## config.mk

```make
export PLATFORM = sky130hd
export DESIGN_NAME = tenthirty_game_ctrl
export DESIGN_NICKNAME = d
export VERILOG_FILES = /design/src/rtl/tenthirty_game_ctrl.sv
export SDC_FILE = /design/constraint.sdc
export NUM_CORES = 1
export LEC_CHECK = 0
export CAP_MARGIN = 0
export CELL_PAD_IN_SITES_DETAIL_PLACEMENT = 0
export CELL_PAD_IN_SITES_GLOBAL_PLACEMENT = 2
export CORE_ASPECT_RATIO = 0.7
export CORE_MARGIN = 2
export CORE_UTILIZATION = 30
export CTS_CLUSTER_SIZE = 8
export DETAILED_ROUTE_END_ITERATION = 6
export GPL_ROUTABILITY_DRIVEN = 0
export GPL_TIMING_DRIVEN = 0
export PLACE_DENSITY_LB_ADDON = 0.12
export SLEW_MARGIN = 20
export SYNTH_ARGS = -nofsm -noshare
export SYNTH_HDL_FRONTEND = slang
export SYNTH_SLANG_ARGS = --single-unit
```

## constraint.sdc

```tcl
create_clock -name clk -period 3.3 [get_ports clk]
set_input_delay 0.825 -clock clk [delete_from_list [all_inputs] [get_ports clk]]
set_output_delay 0.825 -clock clk [all_outputs]
set_load 0.01 [all_outputs]
```

## src/rtl/tenthirty_game_ctrl.sv

```systemverilog
// rtl/tenthirty_game_ctrl.sv - ten-and-a-half round sequencer; ROUND_SCORE_EN adds per-side win counters
module tenthirty_game_ctrl #(
    parameter int MAX_CARDS    = 5,
    parameter int DEALER_STAND = 14,
    parameter int BUST_LIM     = 21
) (
    input  logic       clk,
    input  logic       rst_n,
    input  logic       tick,
    input  logic       btn_m,
    input  logic       btn_r,
    output logic       card_req,
    input  logic       card_ack,
    input  logic [3:0] card_val,
    output logic [5:0] player_pts,
    output logic [5:0] dealer_pts,
    output logic [2:0] player_cnt,
    output logic [2:0] dealer_cnt,
    output logic [2:0] phase,
    output logic [1:0] result
`ifdef ROUND_SCORE_EN
    ,
    output logic [7:0] player_wins,
    output logic [7:0] dealer_wins
`endif
);

    localparam logic [2:0] S_IDLE     = 3'd0;
    localparam logic [2:0] S_P_DRAW   = 3'd1;
    localparam logic [2:0] S_P_DECIDE = 3'd2;
    localparam logic [2:0] S_D_DRAW   = 3'd3;
    localparam logic [2:0] S_D_DECIDE = 3'd4;
    localparam logic [2:0] S_COMPARE  = 3'd5;
    localparam logic [2:0] S_DONE     = 3'd6;

    localparam logic [2:0] CNT_MAX   = 3'(MAX_CARDS);
    localparam logic [5:0] STAND_PTS = 6'(DEALER_STAND);
    localparam logic [5:0] BUST_PTS  = 6'(BUST_LIM);

    logic [2:0] state;
    logic       btn_m_q, btn_r_q, primed;
    logic       ev_m, ev_r, ack_take;
    logic       p_bust, p_five, p_max, d_bust, d_stop;
    logic       set_pwin, set_dwin;

    function automatic logic [5:0] card_points(input logic [3:0] v);
        if (v >= 4'd1 && v <= 4'd10)
            return {1'b0, v, 1'b0};
        else if (v >= 4'd11 && v <= 4'd13)
            return 6'd1;
        else
            return 6'd0;
    endfunction

    function automatic logic [5:0] sat_add(input logic [5:0] a, input logic [5:0] b);
        logic [6:0] s;
        s = {1'b0, a} + {1'b0, b};
        return s[6] ? 6'd63 : s[5:0];
    endfunction

    // The first tick after reset only loads history, so a button held through
    // reset must be released and pressed again before it counts.
    always_ff @(posedge clk or negedge rst_n) begin
        if (!rst_n) begin
            btn_m_q <= 1'b0;
            btn_r_q <= 1'b0;
            primed  <= 1'b0;
        end else if (tick) begin
            btn_m_q <= btn_m;
            btn_r_q <= btn_r;
            primed  <= 1'b1;
        end
    end

    assign ev_m     = tick & primed & btn_m & ~btn_m_q;
    assign ev_r     = tick & primed & btn_r & ~btn_r_q;
    assign ack_take = card_req & card_ack;
    assign phase    = state;

    assign p_bust = player_pts > BUST_PTS;
    assign p_five = player_cnt == CNT_MAX;
    assign p_max  = player_pts == BUST_PTS;
    assign d_bust = dealer_pts > BUST_PTS;
    assign d_stop = (dealer_pts >= STAND_PTS) || (dealer_cnt == CNT_MAX);

    always_comb begin
        set_pwin = 1'b0;
        set_dwin = 1'b0;
        case (state)
            S_P_DECIDE: begin
                if (p_bust)
                    set_dwin = 1'b1;
                else if (p_five)
                    set_pwin = 1'b1;
            end
            S_D_DECIDE: begin
                if (d_bust)
                    set_pwin = 1'b1;
            end
            S_COMPARE: begin
                if (player_pts > dealer_pts)
                    set_pwin = 1'b1;
                else if (dealer_pts > player_pts)
                    set_dwin = 1'b1;
            end
            default: begin
                set_pwin = 1'b0;
                set_dwin = 1'b0;
            end
        endcase
    end

    always_ff @(posedge clk or negedge rst_n) begin
        if (!rst_n) begin
            state      <= S_IDLE;
            card_req   <= 1'b0;
            player_pts <= 6'd0;
            dealer_pts <= 6'd0;
            player_cnt <= 3'd0;
            dealer_cnt <= 3'd0;
            result     <= 2'b00;
        end else begin
            case (state)
                S_IDLE, S_DONE: begin
                    if (ev_m) begin
                        player_pts <= 6'd0;
                        dealer_pts <= 6'd0;
                        player_cnt <= 3'd0;
                        dealer_cnt <= 3'd0;
                        result     <= 2'b00;
                        card_req   <= 1'b1;
                        state      <= S_P_DRAW;
                    end
                end
                S_P_DRAW: begin
                    if (ack_take) begin
                        card_req   <= 1'b0;
                        player_pts <= sat_add(player_pts, card_points(card_val));
                        if (player_cnt < CNT_MAX)
                            player_cnt <= player_cnt + 3'd1;
                        state <= S_P_DECIDE;
                    end
                end
                S_P_DECIDE: begin
                    if (set_pwin || set_dwin) begin
                        result <= {set_dwin, set_pwin};
                        state  <= S_DONE;
                    end else if (p_max) begin
                        // Automatic stand still waits for a tick to pace the dealer.
                        if (tick) begin
                            card_req <= 1'b1;
                            state    <= S_D_DRAW;
                        end
                    end else if (ev_r) begin
                        card_req <= 1'b1;
                        state    <= S_D_DRAW;
                    end else if (ev_m) begin
                        card_req <= 1'b1;
                        state    <= S_P_DRAW;
                    end
                end
                S_D_DRAW: begin
                    if (ack_take) begin
                        card_req   <= 1'b0;
                        dealer_pts <= sat_add(dealer_pts, card_points(card_val));
                        if (dealer_cnt < CNT_MAX)
                            dealer_cnt <= dealer_cnt + 3'd1;
                        state <= S_D_DECIDE;
                    end
                end
                S_D_DECIDE: begin
                    if (set_pwin) begin
                        result <= 2'b01;
                        state  <= S_DONE;
                    end else if (d_stop) begin
                        state <= S_COMPARE;
                    end else if (tick) begin
                        card_req <= 1'b1;
                        state    <= S_D_DRAW;
                    end
                end
                S_COMPARE: begin
                    result <= (set_pwin || set_dwin) ? {set_dwin, set_pwin} : 2'b11;
                    state  <= S_DONE;
                end
                default: begin
                    card_req <= 1'b0;
                    state    <= S_IDLE;
                end
            endcase
        end
    end

`ifdef ROUND_SCORE_EN
    always_ff @(posedge clk or negedge rst_n) begin
        if (!rst_n) begin
            player_wins <= 8'd0;
            dealer_wins <= 8'd0;
        end else begin
            if (set_pwin)
                player_wins <= player_wins + 8'd1;
            if (set_dwin)
                dealer_wins <= dealer_wins + 8'd1;
        end
    end
`endif

endmodule

```

Word-level counts from Yosys, hierarchy flattened
Cells that the tools add are included.
- add/subtract/negate cells: 4
- $mul: 0
- div/mod/pow operators: 0
- order comparisons: 11
- equal/unequal tests: 20
- shift operators: 0
- multiplexer cells: 52
- bitwise gates (word level): 9
- reductions and logical operators: 17
- operators with widths (operator ; count):
    $mux W6 ; 8
    $mux W3 ; 14
    $pmux W6 S2 ; 2
    $ne A2 B2 Y1 const B ; 10
    $pmux W3 S6 ; 1
    $mux W1 ; 16
    $eq A3 B3 Y1 const B ; 5
    $add A6 B6 Y7 ; 2
    $gt A6 B5 Y1 const B ; 2
    $gt A6 B6 Y1 ; 2
    $pmux W3 S2 ; 2
    $reduce_and A4 Y1 ; 3
    $le A4 B4 Y1 const B ; 2
    $mux W2 ; 4
    $pmux W2 S4 ; 1
    $add A3 B1 Y3 const B ; 2
    $and A1 B1 Y1 ; 6
    $eq A3 B2 Y1 const B ; 2
    $eq A6 B5 Y1 const B ; 1
    $ge A6 B4 Y1 const B ; 1
    $lt A3 B3 Y1 const B ; 2
    $reduce_and A3 Y1 ; 2
    $mux W5 ; 1
    $pmux W1 S5 ; 1
    15 further kinds ; 21
- register bits after elaboration: 27
- latch bits: 0
- memory bits (writable): 0
- bits in read-only memories: 0
- input bits: 10
- memories kept: 0

Depth between registers and ports, before layout
- depth after elaboration: 10
- depth in mapped cells: 11

Worst setup path after synthesis
Ideal clock, no wire load.
- path type: input to register
- start: input card_val[0]
- end: register dealer_pts[0]
- arrival time: 2.427 ns
- required time: 3.223 ns
- setup slack: 0.795 ns
- stages on the path: 11
- cells stage by stage: nand2_1 mux2i_1 and2_1 ha_1 inv_1 fa_1 nand2b_1 a21oi_1 o21ai_0 and2_1 a21oi_1
- word-level cells in the longest chain between the ends: 10
- elaborated cells between the ends (all ways): 14
- those cells by class: 1 x add/sub; 4 x order compare; 7 x mux; 2 x reduce/logical
- RTL lines (element ; line ; source):
    start, declared ; 14 ; input logic [3:0] card_val,
    $ge A4 B4 Y1 / $le A4 B4 Y1 (equally long branches) ; 49 ; else if (v >= 4'd11 && v <= 4'd13)
    $logic_and A1 B1 Y1 ; 49 ;
    $mux W1 ; 49 ;
    $mux W5 (*) ; 47 ; if (v >= 4'd1 && v <= 4'd10)
    $mux W6 (*) ; -- ;
    $mux W6 (*) ; 123 ; case (state)
    $add A6 B6 Y7 (*) ; 57 ; s = {1'b0, a} + {1'b0, b};
    $mux W6 (*) ; 58 ; return s[6] ? 6'd63 : s[5:0];
    $mux W6 (*) ; 163 ; if (ack_take) begin
    $pmux W6 S2 (*) ; 123 ;
    end signal, assigned ; 165 ; dealer_pts <= sat_add(dealer_pts, card_points(card_val));
    end, declared ; 16 ; output logic [5:0] dealer_pts,
Mark *: on every way between the ends. The rest lies on a longest branch, timed or not. The select of a mux whose other input is x is not followed.
A chain may end at the register's enable or synchronous reset.

Final worst setup path
- start: input card_val[2]
- end: register dealer_pts[0]
The elaborated chain is that of the path after synthesis.

==> flow_summary.rst <==
.. list-table::
   :header-rows: 1

   * - Metric
     - Value
   * - Total detailed-routing wirelength
     - 6.38 mm
   * - Clock latency reported for the late side of the worst-skew pair
     - 0.29 ns
   * - Number of antenna violations at the first check in global routing
     - 0
   * - Logic gate share of total power
     - 0.604
   * - Drt first pass iters
     - 4
   * - Startpoint kind of the worst setup timing path
     - primary input
   * - Maximum single-stage delay on the critical path
     - 0.55 ns
   * - Fraction of layout instances using a drive strength above 1
     - 0.0654
   * - Clock Sink Count
     - 27
   * - Clock root buffer master
     - sky130_fd_sc_hd__clkbuf_8
   * - Remaining global-route overflow
     - 0
   * - Mapped Cells
     - 270
   * - # Post-CTS Setup Buffers
     - 0
   * - Worst setup skew after layout
     - 0.0121 ns
   * - Number of endpoints with negative hold slack in the final report
     - 0
   * - Placeable core region
     - 7350 um2
   * - Reg2reg start
     - dealer_pts[1]
   * - Leading cell type in the layout, fill and taps excluded
     - sky130_fd_sc_hd__clkdlybuf4s50_1
   * - Int Pwr
     - 1.12 mW
   * - Starting Density
     - 0.312
   * - Switching power of the nets
     - 0.916 mW
   * - Net Count, Synth
     - 302
   * - Register area share after synthesis
     - 0.295
   * - Pin count of the biggest net entering global routing
     - 28
   * - Maximum frequency from static timing analysis
     - 0.325 GHz
   * - Power per standard cell area
     - 735 nW/um2
   * - Worst setup path endpoint
     - dealer_pts[0]
   * - ANT nets after route
     - 0
   * - TritonCTS buffer count
     - 3
   * - Startpoint of the most critical setup path
     - card_val[2]
   * - Cell Rows
     - 26
   * - Sequential share of power
     - 0.296
   * - Final core area utilization
     - 0.377
   * - Worst relative slew slack
     - 0.542
   * - Wire length per cell after detailed routing
     - 15.8 um
   * - Buf/Inv on CP
     - 2
   * - Cell type group with the largest total delay on the critical path
     - simple AND/OR/NAND/NOR gates
   * - Max Root-Sink Buffers
     - 2
   * - Avg Synthesized Cell Area
     - 8.48 um2
   * - Class of the tightest hold or removal check
     - register to register
   * - Area of the die
     - 8360 um2
   * - Number of hold-repair buffers added at the cts stage
     - 0
   * - Signed area change from the synthesized netlist to the final layout
     - 21.1%
   * - Die span in x
     - 108 um
   * - Number of buffers added on ports
     - 32
   * - Count of max-cap constraint violations
     - 0
   * - Switch share
     - 0.449
   * - Cells along the critical path
     - clkdlybuf4s50_1, mux2i_1, and2_1, ha_1, inv_1, fa_1, nand2b_1, a21oi_1, o21ai_0, and2_1, a21oi_1
   * - Data required time at the worst endpoint
     - 3.52 ns
   * - Signal arrival time at the worst endpoint
     - 3.30 ns
   * - Number of global-route vias before repair
     - 1921
   * - Ys async rst share
     - 1.00
   * - Initial DRC Count
     - 201
   * - Critical setup path kind
     - primary input to register
   * - Clock-pin slew on the worst setup and hold paths
     - 0.11 ns
   * - Maximum vdd ir drop
     - 250 uV
   * - IO Pins
     - 34
   * - Worst-case register-to-register setup slack
     - 1.23 ns
   * - Most frequent cells in the layout
     - sky130_fd_sc_hd__clkdlybuf4s50_1, sky130_fd_sc_hd__o21ai_0, sky130_fd_sc_hd__dfrtp_1
   * - Number of synthesis warnings
     - 0
   * - Final cycle utilization of the critical path
     - 0.932
   * - Clock network fraction of total power
     - 0.100
   * - Count of flip-flops with a built-in enable after synthesis
     - 0
   * - Post-detailed-route via-to-cell ratio
     - 5.13
   * - Crit. End Element
     - register
   * - Worst Hold Slack
     - 0.512 ns
   * - H-tree level count
     - 1
   * - Number of cell instances on the worst register-to-register path
     - 7
   * - Number of failing setup endpoints in the final timing report
     - 0
   * - Crit path depth
     - 11
   * - Number of vias in the routed layout
     - 2073
   * - Most used flip-flop cell after synthesis
     - sky130_fd_sc_hd__dfrtp_1
   * - Result of the run
     - finished, final reports clean
   * - CTS tree
     - yes
   * - Post-cts gate resize count
     - 0
   * - Vert. Die Dim
     - 77.1 um
   * - Minimum clock period after layout
     - 3.08 ns
   * - Count of unique library cells instantiated by Yosys
     - 63
   * - Global Route Usage Sum
     - 0.159
   * - Number of diodes added for antenna fixing
     - 0
   * - Count of nets after finishing
     - 339
   * - Cell Area, Synth
     - 2290 um2
   * - Critical Path Fanout Max
     - 5
   * - CP max-delay cell
     - sky130_fd_sc_hd__clkdlybuf4s50_1
   * - RR Endpoint
     - dealer_pts[0]
   * - Setup repair after global routing missed its margin
     - no
   * - Slew Viols, Final
     - 0
   * - First-pass GRT wire length
     - 10.3 mm
   * - DPL Wire Length
     - 5.01 mm
   * - Number of register bits inferred by synthesis
     - 27
   * - Total leakage power
     - 1.13 nW
   * - Number of design rule violations left after detail routing
     - 0
   * - Tightest Pin Transition
     - 0.678 ns
-- Yosys cell counts (all sizes together) (2+ instances only) --
| cell | n | share of area |
|---|---|---|
| nand3 | 3 | 0.0066 |
| fa | 2 | 0.017 |
| nor3 | 3 | 0.0087 |
| nor2b | 9 | 0.025 |
| or3 | 2 | 0.0055 |
| nand4 | 2 | 0.0055 |
| mux2i | 4 | 0.017 |
| nand4b | 2 | 0.014 |
| and3 | 2 | 0.0055 |
| mux2 | 3 | 0.015 |
| o21a | 6 | 0.020 |
| nor2 | 19 | 0.031 |
| a21o | 5 | 0.016 |
| o31a | 2 | 0.0076 |
| ha | 20 | 0.11 |
| a31oi | 3 | 0.0082 |
| o211ai | 4 | 0.013 |
| inv | 18 | 0.029 |
| nand2 | 25 | 0.042 |
| a21oi | 24 | 0.052 |
| xor2 | 4 | 0.015 |
| o21ai | 27 | 0.059 |
| buf | 7 | 0.025 |
| a211oi | 5 | 0.016 |
| and2 | 6 | 0.016 |
| o2bb2ai | 2 | 0.0076 |
| dfrtp | 27 | 0.29 |
| clkbuf | 4 | 0.0071 |
| nand2b | 4 | 0.011 |
-- per-stage QoR --
step           total power [mW]  cells  worst slack, ns  TNS (ns)  area [um2]
2_1_floorplan              1.38    270            0.795         0        2290
3_3_place_gp               1.86    400          -0.0290   -0.0463        2730
3_5_place_dp               1.85    400          -0.0621    -0.308        2730
4_1_cts                    2.07    404            0.209         0        2770
5_1_grt                    2.24    404           0.0432         0        2770
6_report                   2.04    404            0.224         0        2770
-- layer usage --
metal,GRT usage,wire length [um]
met3,0.0255,338
met4,0.0269,42
met2,0.206,2480
met5,0,0
met1,0.267,3520
-- final cells by class --
class	instances	area, um2
Buffer	11	72.6
Clock buffer	4	45.0
Fill cell	809	4580
Inverter	18	67.6
Multi-Input combinational cell	214	1480
Sequential cell	27	676
Tap cell	98	123
Timing Repair Buffer	32	315
-- registers in the layout (all words and copies together) (netlist names) --
register	flops
btn_m_q	1
btn_r_q	1
card_req	1
dealer_cnt	3
dealer_pts	6
phase	3
player_cnt	3
player_pts	6
primed	1
result	2
-- cells by family (layout without fill, tap and decap cells) --
family,count (synthesis),after routing,share of synthesized area
compound gates,95,95,0.263
simple gates,85,85,0.203
buf+inv,29,65,0.0612
flops,27,27,0.295
fa+ha+maj,22,22,0.127
mux,7,7,0.0322
xor+xnor,5,5,0.0191
-- power groups by stage --
stage               Combinational [mW]  Clock [mW]  Sequential (mW)
global route                      1.38       0.232            0.630
global placement                  1.25           0            0.612
detailed placement                1.23           0            0.615
finish                            1.23       0.205            0.604
CTS                               1.24       0.216            0.610
floorplan                        0.758           0            0.619
-- worst min-delay path by stage --
| stage | endpoint | depth (start not counted) | from |
|---|---|---|---|
| 5_1_grt | btn_r_q | 1 | btn_r_q |
| 6_report | btn_r_q | 1 | btn_r_q |
| 4_1_cts | btn_r_q | 1 | btn_r_q |
| 3_5_place_dp | btn_r_q | 1 | btn_r_q |
| 2_1_floorplan | btn_r_q | 1 | btn_r_q |
| 3_3_place_gp | btn_r_q | 1 | btn_r_q |
Power figures use the tool's default switching activity.
